$ cat src/rtl/dma_priority_arbiter.sv
`default_nettype none
// ============================================================================
//  Module      : dma_priority_arbiter
//  Description : 4-channel DMA request arbiter and service sequencer.
//                Picks one unmasked DREQ (fixed or rotating priority), runs
//                the HRQ/HLDA bus-hold handshake, drives DACK for the granted
//                channel and releases the bus according to the channel mode.
//  Revision    : 1.0  initial release
// ============================================================================
// The controller-disable pin is named dma_disable because "disable" is a
// reserved word in SystemVerilog.
module dma_priority_arbiter #(
  parameter int NCH    = 4,
  parameter int MODE_W = 6
) (
  input  logic              clk,
  input  logic              rst_n,
  input  logic [NCH-1:0]    dreq,
  input  logic [NCH-1:0]    mask,
  input  logic              dma_disable,
  input  logic              rotate_en,
  input  logic              hlda,
  input  logic [MODE_W-1:0] mode_in,
  input  logic              xfer_done,
  input  logic              eop_n,
  input  logic              status_rd,
  output logic [1:0]        ch_sel,
  output logic              hrq,
  output logic [NCH-1:0]    dack,
  output logic              active,
  output logic [NCH-1:0]    tc_status
);

  // Transfer mode encodings found in mode_in[5:4]
  localparam logic [1:0] MODE_DEMAND  = 2'b00;
  localparam logic [1:0] MODE_SINGLE  = 2'b01;
  localparam logic [1:0] MODE_BLOCK   = 2'b10;
  localparam logic [1:0] MODE_CASCADE = 2'b11;

  typedef enum logic [1:0] {
    ST_IDLE      = 2'd0,
    ST_WAIT_HLDA = 2'd1,
    ST_SERVICE   = 2'd2,
    ST_RELEASE   = 2'd3
  } state_t;

  state_t         state, state_nxt;
  logic [1:0]     ptr, ptr_nxt;
  logic [1:0]     ch_sel_nxt;
  logic           hrq_nxt;
  logic [NCH-1:0] dack_nxt;
  logic           active_nxt;
  logic [NCH-1:0] tc_nxt;
  logic           tc_set;

  logic [NCH-1:0] ereq;
  logic [NCH-1:0] sel_onehot;
  logic [1:0]     mode;
  logic           cur_req;
  logic           cur_mask;
  logic           eop;

  logic           win_found;
  logic [1:0]     win_ch;
  logic [1:0]     win_base;
  logic [1:0]     win_idx;

  logic           svc_release;
  logic           svc_tc;

  // Only the transfer-type field of the mode word matters to this block
  logic           unused_mode_low;
  assign unused_mode_low = ^mode_in[MODE_W-3:0];

  assign ereq       = dreq & ~mask;
  assign sel_onehot = NCH'(1) << ch_sel;
  assign mode       = mode_in[MODE_W-1 -: 2];
  assign cur_req    = dreq[ch_sel];
  assign cur_mask   = mask[ch_sel];
  assign eop        = ~eop_n;

  // Priority search: start at channel 0 (fixed) or at the pointer (rotating)
  always_comb begin
    win_found = 1'b0;
    win_ch    = 2'd0;
    win_idx   = 2'd0;
    win_base  = rotate_en ? ptr : 2'd0;
    for (int i = 0; i < NCH; i++) begin
      win_idx = win_base + 2'(i);
      if (!win_found && ereq[win_idx]) begin
        win_found = 1'b1;
        win_ch    = win_idx;
      end
    end
  end

  // Service release decision; losing HLDA aborts without touching tc_status
  always_comb begin
    svc_release = 1'b0;
    svc_tc      = 1'b0;
    if (!hlda) begin
      svc_release = 1'b1;
    end else if (eop) begin
      svc_release = 1'b1;
      svc_tc      = 1'b1;
    end else if (mode == MODE_CASCADE) begin
      // Cascade ignores xfer_done; it follows the downstream request line
      svc_release = cur_mask | ~cur_req;
    end else if (xfer_done) begin
      case (mode)
        MODE_SINGLE: svc_release = 1'b1;
        MODE_BLOCK:  svc_release = cur_mask;
        MODE_DEMAND: svc_release = cur_mask | ~cur_req;
        default:     svc_release = 1'b0;
      endcase
    end
  end

  // Next-state and registered-output values for the sequencer
  always_comb begin
    state_nxt  = state;
    ch_sel_nxt = ch_sel;
    hrq_nxt    = hrq;
    dack_nxt   = dack;
    active_nxt = active;
    ptr_nxt    = ptr;
    tc_set     = 1'b0;
    case (state)
      ST_IDLE: begin
        hrq_nxt    = 1'b0;
        dack_nxt   = '0;
        active_nxt = 1'b0;
        if (!dma_disable && win_found) begin
          ch_sel_nxt = win_ch;
          hrq_nxt    = 1'b1;
          state_nxt  = ST_WAIT_HLDA;
        end
      end
      ST_WAIT_HLDA: begin
        // ch_sel stays frozen here: no preemption by later requests
        if (!ereq[ch_sel]) begin
          hrq_nxt   = 1'b0;
          state_nxt = ST_IDLE;
        end else if (hlda) begin
          dack_nxt   = sel_onehot;
          active_nxt = 1'b1;
          state_nxt  = ST_SERVICE;
        end
      end
      ST_SERVICE: begin
        if (svc_release) begin
          hrq_nxt    = 1'b0;
          dack_nxt   = '0;
          active_nxt = 1'b0;
          tc_set     = svc_tc;
          state_nxt  = ST_RELEASE;
          // Just-served channel becomes lowest priority
          if (rotate_en) begin
            ptr_nxt = ch_sel + 2'd1;
          end
        end
      end
      ST_RELEASE: begin
        hrq_nxt    = 1'b0;
        dack_nxt   = '0;
        active_nxt = 1'b0;
        if (!hlda) begin
          state_nxt = ST_IDLE;
        end
      end
      default: begin
        state_nxt = ST_IDLE;
      end
    endcase
  end

  // Sticky terminal-count flags: a set beats a simultaneous status read
  always_comb begin
    tc_nxt = status_rd ? '0 : tc_status;
    if (tc_set) begin
      tc_nxt = tc_nxt | sel_onehot;
    end
  end

  // State and output registers, asynchronously cleared
  always_ff @(posedge clk or negedge rst_n) begin
    if (!rst_n) begin
      state     <= ST_IDLE;
      ch_sel    <= 2'd0;
      hrq       <= 1'b0;
      dack      <= '0;
      active    <= 1'b0;
      ptr       <= 2'd0;
      tc_status <= '0;
    end else begin
      state     <= state_nxt;
      ch_sel    <= ch_sel_nxt;
      hrq       <= hrq_nxt;
      dack      <= dack_nxt;
      active    <= active_nxt;
      ptr       <= ptr_nxt;
      tc_status <= tc_nxt;
    end
  end

endmodule
`default_nettype wire

$ cat config.mk
export PLATFORM = sky130hd
export DESIGN_NAME = dma_priority_arbiter
export DESIGN_NICKNAME = d
export VERILOG_FILES = /design/src/rtl/dma_priority_arbiter.sv
export SDC_FILE = /design/constraint.sdc
export NUM_CORES = 1
export LEC_CHECK = 0
export CAP_MARGIN = 20
export CORE_MARGIN = 5
export CORE_UTILIZATION = 49
export DETAILED_ROUTE_END_ITERATION = 16
export GPL_TIMING_DRIVEN = 0
export PLACE_DENSITY = 0.84
export SLEW_MARGIN = 25
export SYNTH_ARGS = -nofsm -noshare
export SYNTH_HDL_FRONTEND = slang
export SYNTH_SLANG_ARGS = --single-unit
$ cat constraint.sdc
create_clock -name clk -period 4.9 [get_ports clk]
set_input_delay 1.47 -clock clk [delete_from_list [all_inputs] [get_ports clk]]
set_output_delay 1.47 -clock clk [all_outputs]
set_load 0.005 [all_outputs]
# Word level (Yosys, flattened, before mapping)
# Cells that the tools add are included.
word_totals:
  register_bits: 16
  latch_bits: 0
  ram_bits: 0
  rom_bits: 0
  input_bits: 22
  output_inout_bits: 12
  word_cells: 102
  mem_count: 0
op_classes:
  add_sub_neg: 4
  mul: 0
  n_div: 0
  order_cmp: 5
  n_eq_ne: 13
  shifts: 1
  muxes: 51
  n_bitwise: 5
  reduce_logical: 16
ops:
  columns: ["operator", "n"]
  rows:
  - ["two-way mux 1 bit", 24]
  - ["two-way mux 2 bit", 10]
  - ["two-way mux 4 bit", 5]
  - ["less-than comparator 2 x 3 -> 1 bit (second input constant)", 5]
  - ["binary-select mux 1 bit (select 2 bit)", 7]
  - ["!= test 2 bit (second input constant)", 6]
  - ["case mux 4 bit (3 select lines)", 1]
  - ["== test 2 bit (second input constant)", 4]
  - ["case mux 2 bit (4 select lines)", 1]
  - ["case mux 1 bit (3 select lines)", 2]
  - ["AND reduction 3 bit", 2]
  - ["adder 2 x 1 -> 2 bit (second input constant)", 2]
  - ["adder 2 bit (second input constant)", 2]
  - ["bitwise AND 4 bit", 1]
  - ["== test 2 x 1 -> 1 bit (second input constant)", 2]
  - ["logical AND 1 bit", 4]
  - ["logical NOT 1 bit", 4]
  - ["logical NOT 2 bit", 2]
  - ["NOT 4 bit", 1]
  - ["bitwise OR 4 bit", 1]
  - ["case mux 1 bit (4 select lines)", 1]
  - ["AND reduction 2 bit", 2]
  - ["AND reduction 4 bit", 1]
  - ["<< shifter 1 x 2 -> 4 bit (first input constant)", 1]
  - ["4 further kinds", 4]

# Depth between registers and ports, before layout
logic_depth:
  depth_word: 17
  mapped_depth: 7

# Worst setup path after synthesis
# OpenSTA, ideal clock, no wires.
synth_path:
  kind: "input-to-reg"
  from: "input port mask[3]"
  to: "register ptr[0]"
  setup_time_ns: 0.127
  arrival_time_ns: 2.896
  slack_ns: 1.877
  stages: 5
  n_path_buf: 0
  cell_sequence: "mux4_2 nor2b_1 o21a_1 o311a_1 mux2_1"
synth_via:
  elab_chain_len: 9
synth_lines:
  columns: ["item", "line_no", "text"]
  rows:
  - ["start, declared", "19", "input logic [NCH-1:0] mask,"]
  - ["binary-select mux 1 bit (select 2 bit) (*)", "79", "assign cur_mask = mask[ch_sel];"]
  - ["two-way mux 1 bit (not written as such) (*)", "79", null]
  - ["bitwise OR 1 bit", "108, 113", null]
  - ["case mux 1 bit (3 select lines)", "110", "case (mode)"]
  - ["two-way mux 1 bit", "109", "end else if (xfer_done) begin"]
  - ["two-way mux 1 bit (*)", "106", "end else if (mode == MODE_CASCADE) begin"]
  - ["two-way mux 1 bit (*)", "103", "end else if (eop) begin"]
  - ["two-way mux 1 bit (*)", "101", "if (!hlda) begin"]
  - ["AND reduction 3 bit (no source line) (*)", null, null]
  - ["end signal, assigned", "201", "ptr <= ptr_nxt;"]
  - ["end, declared", "48", "logic [1:0] ptr, ptr_nxt;"]
# Every way passes the cells marked *; elsewhere a longest branch is shown, timed or not. The select of a mux whose other input is x is not followed.
# A chain may end at the register's enable or synchronous reset.

# Worst setup path in the final report
layout_path:
  from: "input port mask[3]"
  to: "register dack[0]"
layout_via:
  elab_chain_len: 10
layout_lines:
  columns: ["item", "line_no", "text"]
  rows:
  - ["binary-select mux 1 bit (select 2 bit)", "79", null]
  - ["two-way mux 1 bit (not written as such)", "79", null]
  - ["bitwise OR 1 bit", "108, 113", null]
  - ["case mux 1 bit (3 select lines)", "110", null]
  - ["two-way mux 1 bit", "109", null]
  - ["two-way mux 1 bit", "106", null]
  - ["two-way mux 1 bit", "103", null]
  - ["two-way mux 1 bit", "101", null]
  - ["!= test 2 bit (no source line)", null, null]
  - ["AND reduction 3 bit (no source line) (*)", null, null]
  - ["end signal, assigned", "199", "dack <= dack_nxt;"]
  - ["end, declared", "29", "output logic [NCH-1:0] dack,"]
# Marks and branches as above.

==> run_results.csv <==
group,metric,value,unit
clocking,cts_hold_buffers,0,
logic_synthesis,postSynthAreaPerCell,8.57,um^2
die,design.die.area,3180,um^2
job,max-cap-violations,0,
route,routed-via-count,975,
timing,setup_viol,0,
clocking,clkLatencyLatePin,0.28,ns
route,dr.pass1.iters,4,
logic_synthesis,syn-cell-area,1050,um^2
outcome,status,"finished, final reports clean",
placement,portBuffers,29,
logic_synthesis,ys_top_cells_by_area,"dfrtp_1 38%, nand2_1 8.2%, a21oi_1 4.8%",
clocking,cts.repair.resized,0,
logic_synthesis,netlist_instances,123,
logic_synthesis,synth_edf_count,0,
layout,diodes,0,
clocking,cts_buffers,3,
critical_path,reg2reg_setup_slack,2.66,ns
critical_path,crit_slowest_cell,"mux4_2",
timing,fin_setup_tns,0,ns
power,p_int,0.000326,W
power,power_density,373,nW/um^2
clocking,cts_root_buffer,"clkbuf_4",
critical_path,r2r_end,"dack[0]",
layout,final_core_util,69.9,%
logic_synthesis,synth_top_area_share,38.0,%
route,postRouteAntennaNets,0,
logic_synthesis,synth-seq-cells,16,
timing,worstMarginPinSlew,0.698,ns
clocking,htree_levels,1,
logic_synthesis,syn-num-nets,149,
die,die_w,56.4,um
die,die_height,56.4,um
critical_path,cp_data_arrival_time,3.48,ns
logic_synthesis,yosysWarnings,0,
clocking,cts_tree,"built",
critical_path,r2r_start,"ch_sel[0]",
critical_path,critPathMaxFanout,5,
logic_synthesis,synth_cell_types,27,
timing,maxSlewViolCount,0,
timing,finalCritPeriodShare,66.9,%
route,vias_per_cell,5.36,
critical_path,critPathLaunchType,"input pin",
global_route,grt_pass1_vias,963,
global_route,grt_pass1_wl,3930,um
route,routed_wl,2260,um
critical_path,crit_type,"in2reg",
worst_hold_path,hold_path_class,"reg2reg",
layout,fin_nets,183,
timing,fin_skew,0.00589,ns
logic_synthesis,synth_commonest_cells,"23 x nand2_1, 16 x dfrtp_1, 13 x inv_1",
timing,hold_viol_final,0,
die,core_area,2000,um^2
layout,areaGrowthSynthToFinish,32.9,%
critical_path,max_stage_delay,0.49,ns
route,drtIter0Drc,11,
power,power_switching,0.000196,W
logic_synthesis,ys_seq_area_share,38.0,%
layout,nFillCells,164,
critical_path,critical_path_required,5.10,ns
critical_path,cp-endpoint,"dack[0]",
global_route,grt_overflow_total,0,
clocking,cts_buffer_depth,2,
timing,max_freq,0.305,GHz
clocking,clkSlewWorstSetupHoldPaths,0.08,ns
power,p_total,0.000523,W
timing,rsz0062_at_grt,"false",
die,ios,34,
critical_path,worstPathCellList,"clkdlybuf4s50_1 -> mux4_2 -> and2b_4 -> nor2_1 -> nor4b_2 -> a21oi_1 -> o21ai_1",
critical_path,worstSetupEndpointType,"flop",
logic_synthesis,synth_most_common_cell,"nand2_1",
critical_path,r2r_cells,7,
power,ir_drop,0.000278,V
route,drc,0,
timing,period_minus_slack,3.28,ns
timing,slew_headroom,53.3,%
placement,dpl_worst_slack,1.32,ns
die,fp-row-count,16,
die,initial_core_util,52.6,%
layout,layout-drive-gt1-share,6.45,%
global_route,grt_max_degree,17,
power,p_sw_share,37.6,%
power,p_leak,0.585,nW
power,pwr-share-clk,12.8,%
clocking,cts.sinks,16,
timing,timing.final.ws_setup,1.62,ns
logic_synthesis,synthFlopType,"dfrtp_1",
placement,place_congestion,0.761,
global_route,globalRouteTotalUtil,15.6,%
layout,final-seq-area,400,um^2
global_route,antenna_found_initial,0,
critical_path,setup.worst_path.start,"mask[3]",
logic_synthesis,synth.largest_area_cell,"dfrtp_1",
route,wl_per_cell,12.4,um
clocking,post_cts_buffers,0,
logic_synthesis,synth-async-reset-ratio,100,%
power,pwr-share-seq,39.2,%
power,combPwrFrac,48.0,%
placement,dp_hpwl,1860,um
layout,multiInputGateArea,593,um^2
[flip-flops by register name, indices dropped and copies added (netlist names), named ones only]
register,count
dack,4
tc_status,4
ch_sel,2
ptr,2
active,1
hrq,1
state,1
[worst min path at each step]
stage	start	end	slack, ns	cells after the start
2_1_floorplan	state[0]	flop	0.48	1
3_3_place_gp	active	active	0.48	1
3_5_place_dp	active	active	0.50	1
4_1_cts	tc_status[3]	tc_status[3]	0.53	2
5_1_grt	tc_status[3]	tc_status[3]	0.56	2
6_report	tc_status[3]	tc_status[3]	0.52	2
[power by group through the flow]
stage	clock network, W	logic (W)	registers, W
after floorplan	0	0.000169	0.000200
after global placement	0	0.000246	0.000205
after detailed placement	0	0.000252	0.000207
after CTS	0.0000698	0.000254	0.000205
after global routing	0.0000716	0.000281	0.000212
final	0.0000669	0.000251	0.000205
[cells in the final DEF, fill, tap and decap left out, types with 2 or more instances in the layout]
| cell | instances |
|---|---|
| nand3_1 | 2 |
| nor2b_1 | 7 |
| o21ai_0 | 9 |
| ha_1 | 4 |
| dfrtp_1 | 16 |
| o21ai_1 | 5 |
| nand2b_1 | 4 |
| nor2_1 | 10 |
| o31ai_1 | 2 |
| clkbuf_4 | 3 |
| a21oi_1 | 10 |
| nand2_1 | 23 |
| mux2_2 | 2 |
| inv_1 | 13 |
| mux4_2 | 2 |
| mux2_1 | 2 |
| clkdlybuf4s50_1 | 29 |
[routing by layer]
layer | share of wire [%] | GRT usage, % | up-vias
li1 | - | - | 487
met1 | 42 | 17.4 | 449
met2 | 51 | 27.4 | 35
met3 | 6.0 | 3.44 | 4
met4 | 1.9 | 8.14 | 0
met5 | 0 | 0 | -
[area by class of cell]
class | count | share of cell area (%)
Tap cell | 27 | 2.41
Buffer | 1 | 0.804
Clock buffer | 3 | 1.61
Multi-Input combinational cell | 93 | 42.4
Sequential cell | 16 | 28.6
Timing Repair Buffer | 29 | 20.7
Inverter | 13 | 3.49
[critical path, delay by kind of cell]
kind	cells	cell delay [ns]
AO/OA/AOI/OAI	2	0.33
multiplexers	1	0.49
buffers and inverters	1	0.44
AND/OR/NAND/NOR	3	0.76
[logic make-up (layout without fill, tap and decap cells)]
group	count (synthesis)	in the layout	share of synthesized area, %
adders and majority gates	4	4	4.75
xor gates and xnor gates	1	1	0.832
DFF	16	16	38.0
AOI/OAI and AO/OA	32	32	17.6
muxes	7	7	11.0
buffers and inverters	14	46	5.70
and+or+nand+nor	49	49	22.1
[stage by stage]
| stage | cell area (um^2) | cells | hold slack [ns] |
|---|---|---|---|
| after floorplan | 1050 | 123 | 0.483 |
| after global placement | 1380 | 179 | 0.479 |
| after detailed placement | 1380 | 179 | 0.504 |
| after CTS | 1400 | 182 | 0.527 |
| after global routing | 1400 | 182 | 0.556 |
| final | 1400 | 182 | 0.521 |
Power figures use the tool's default switching activity.
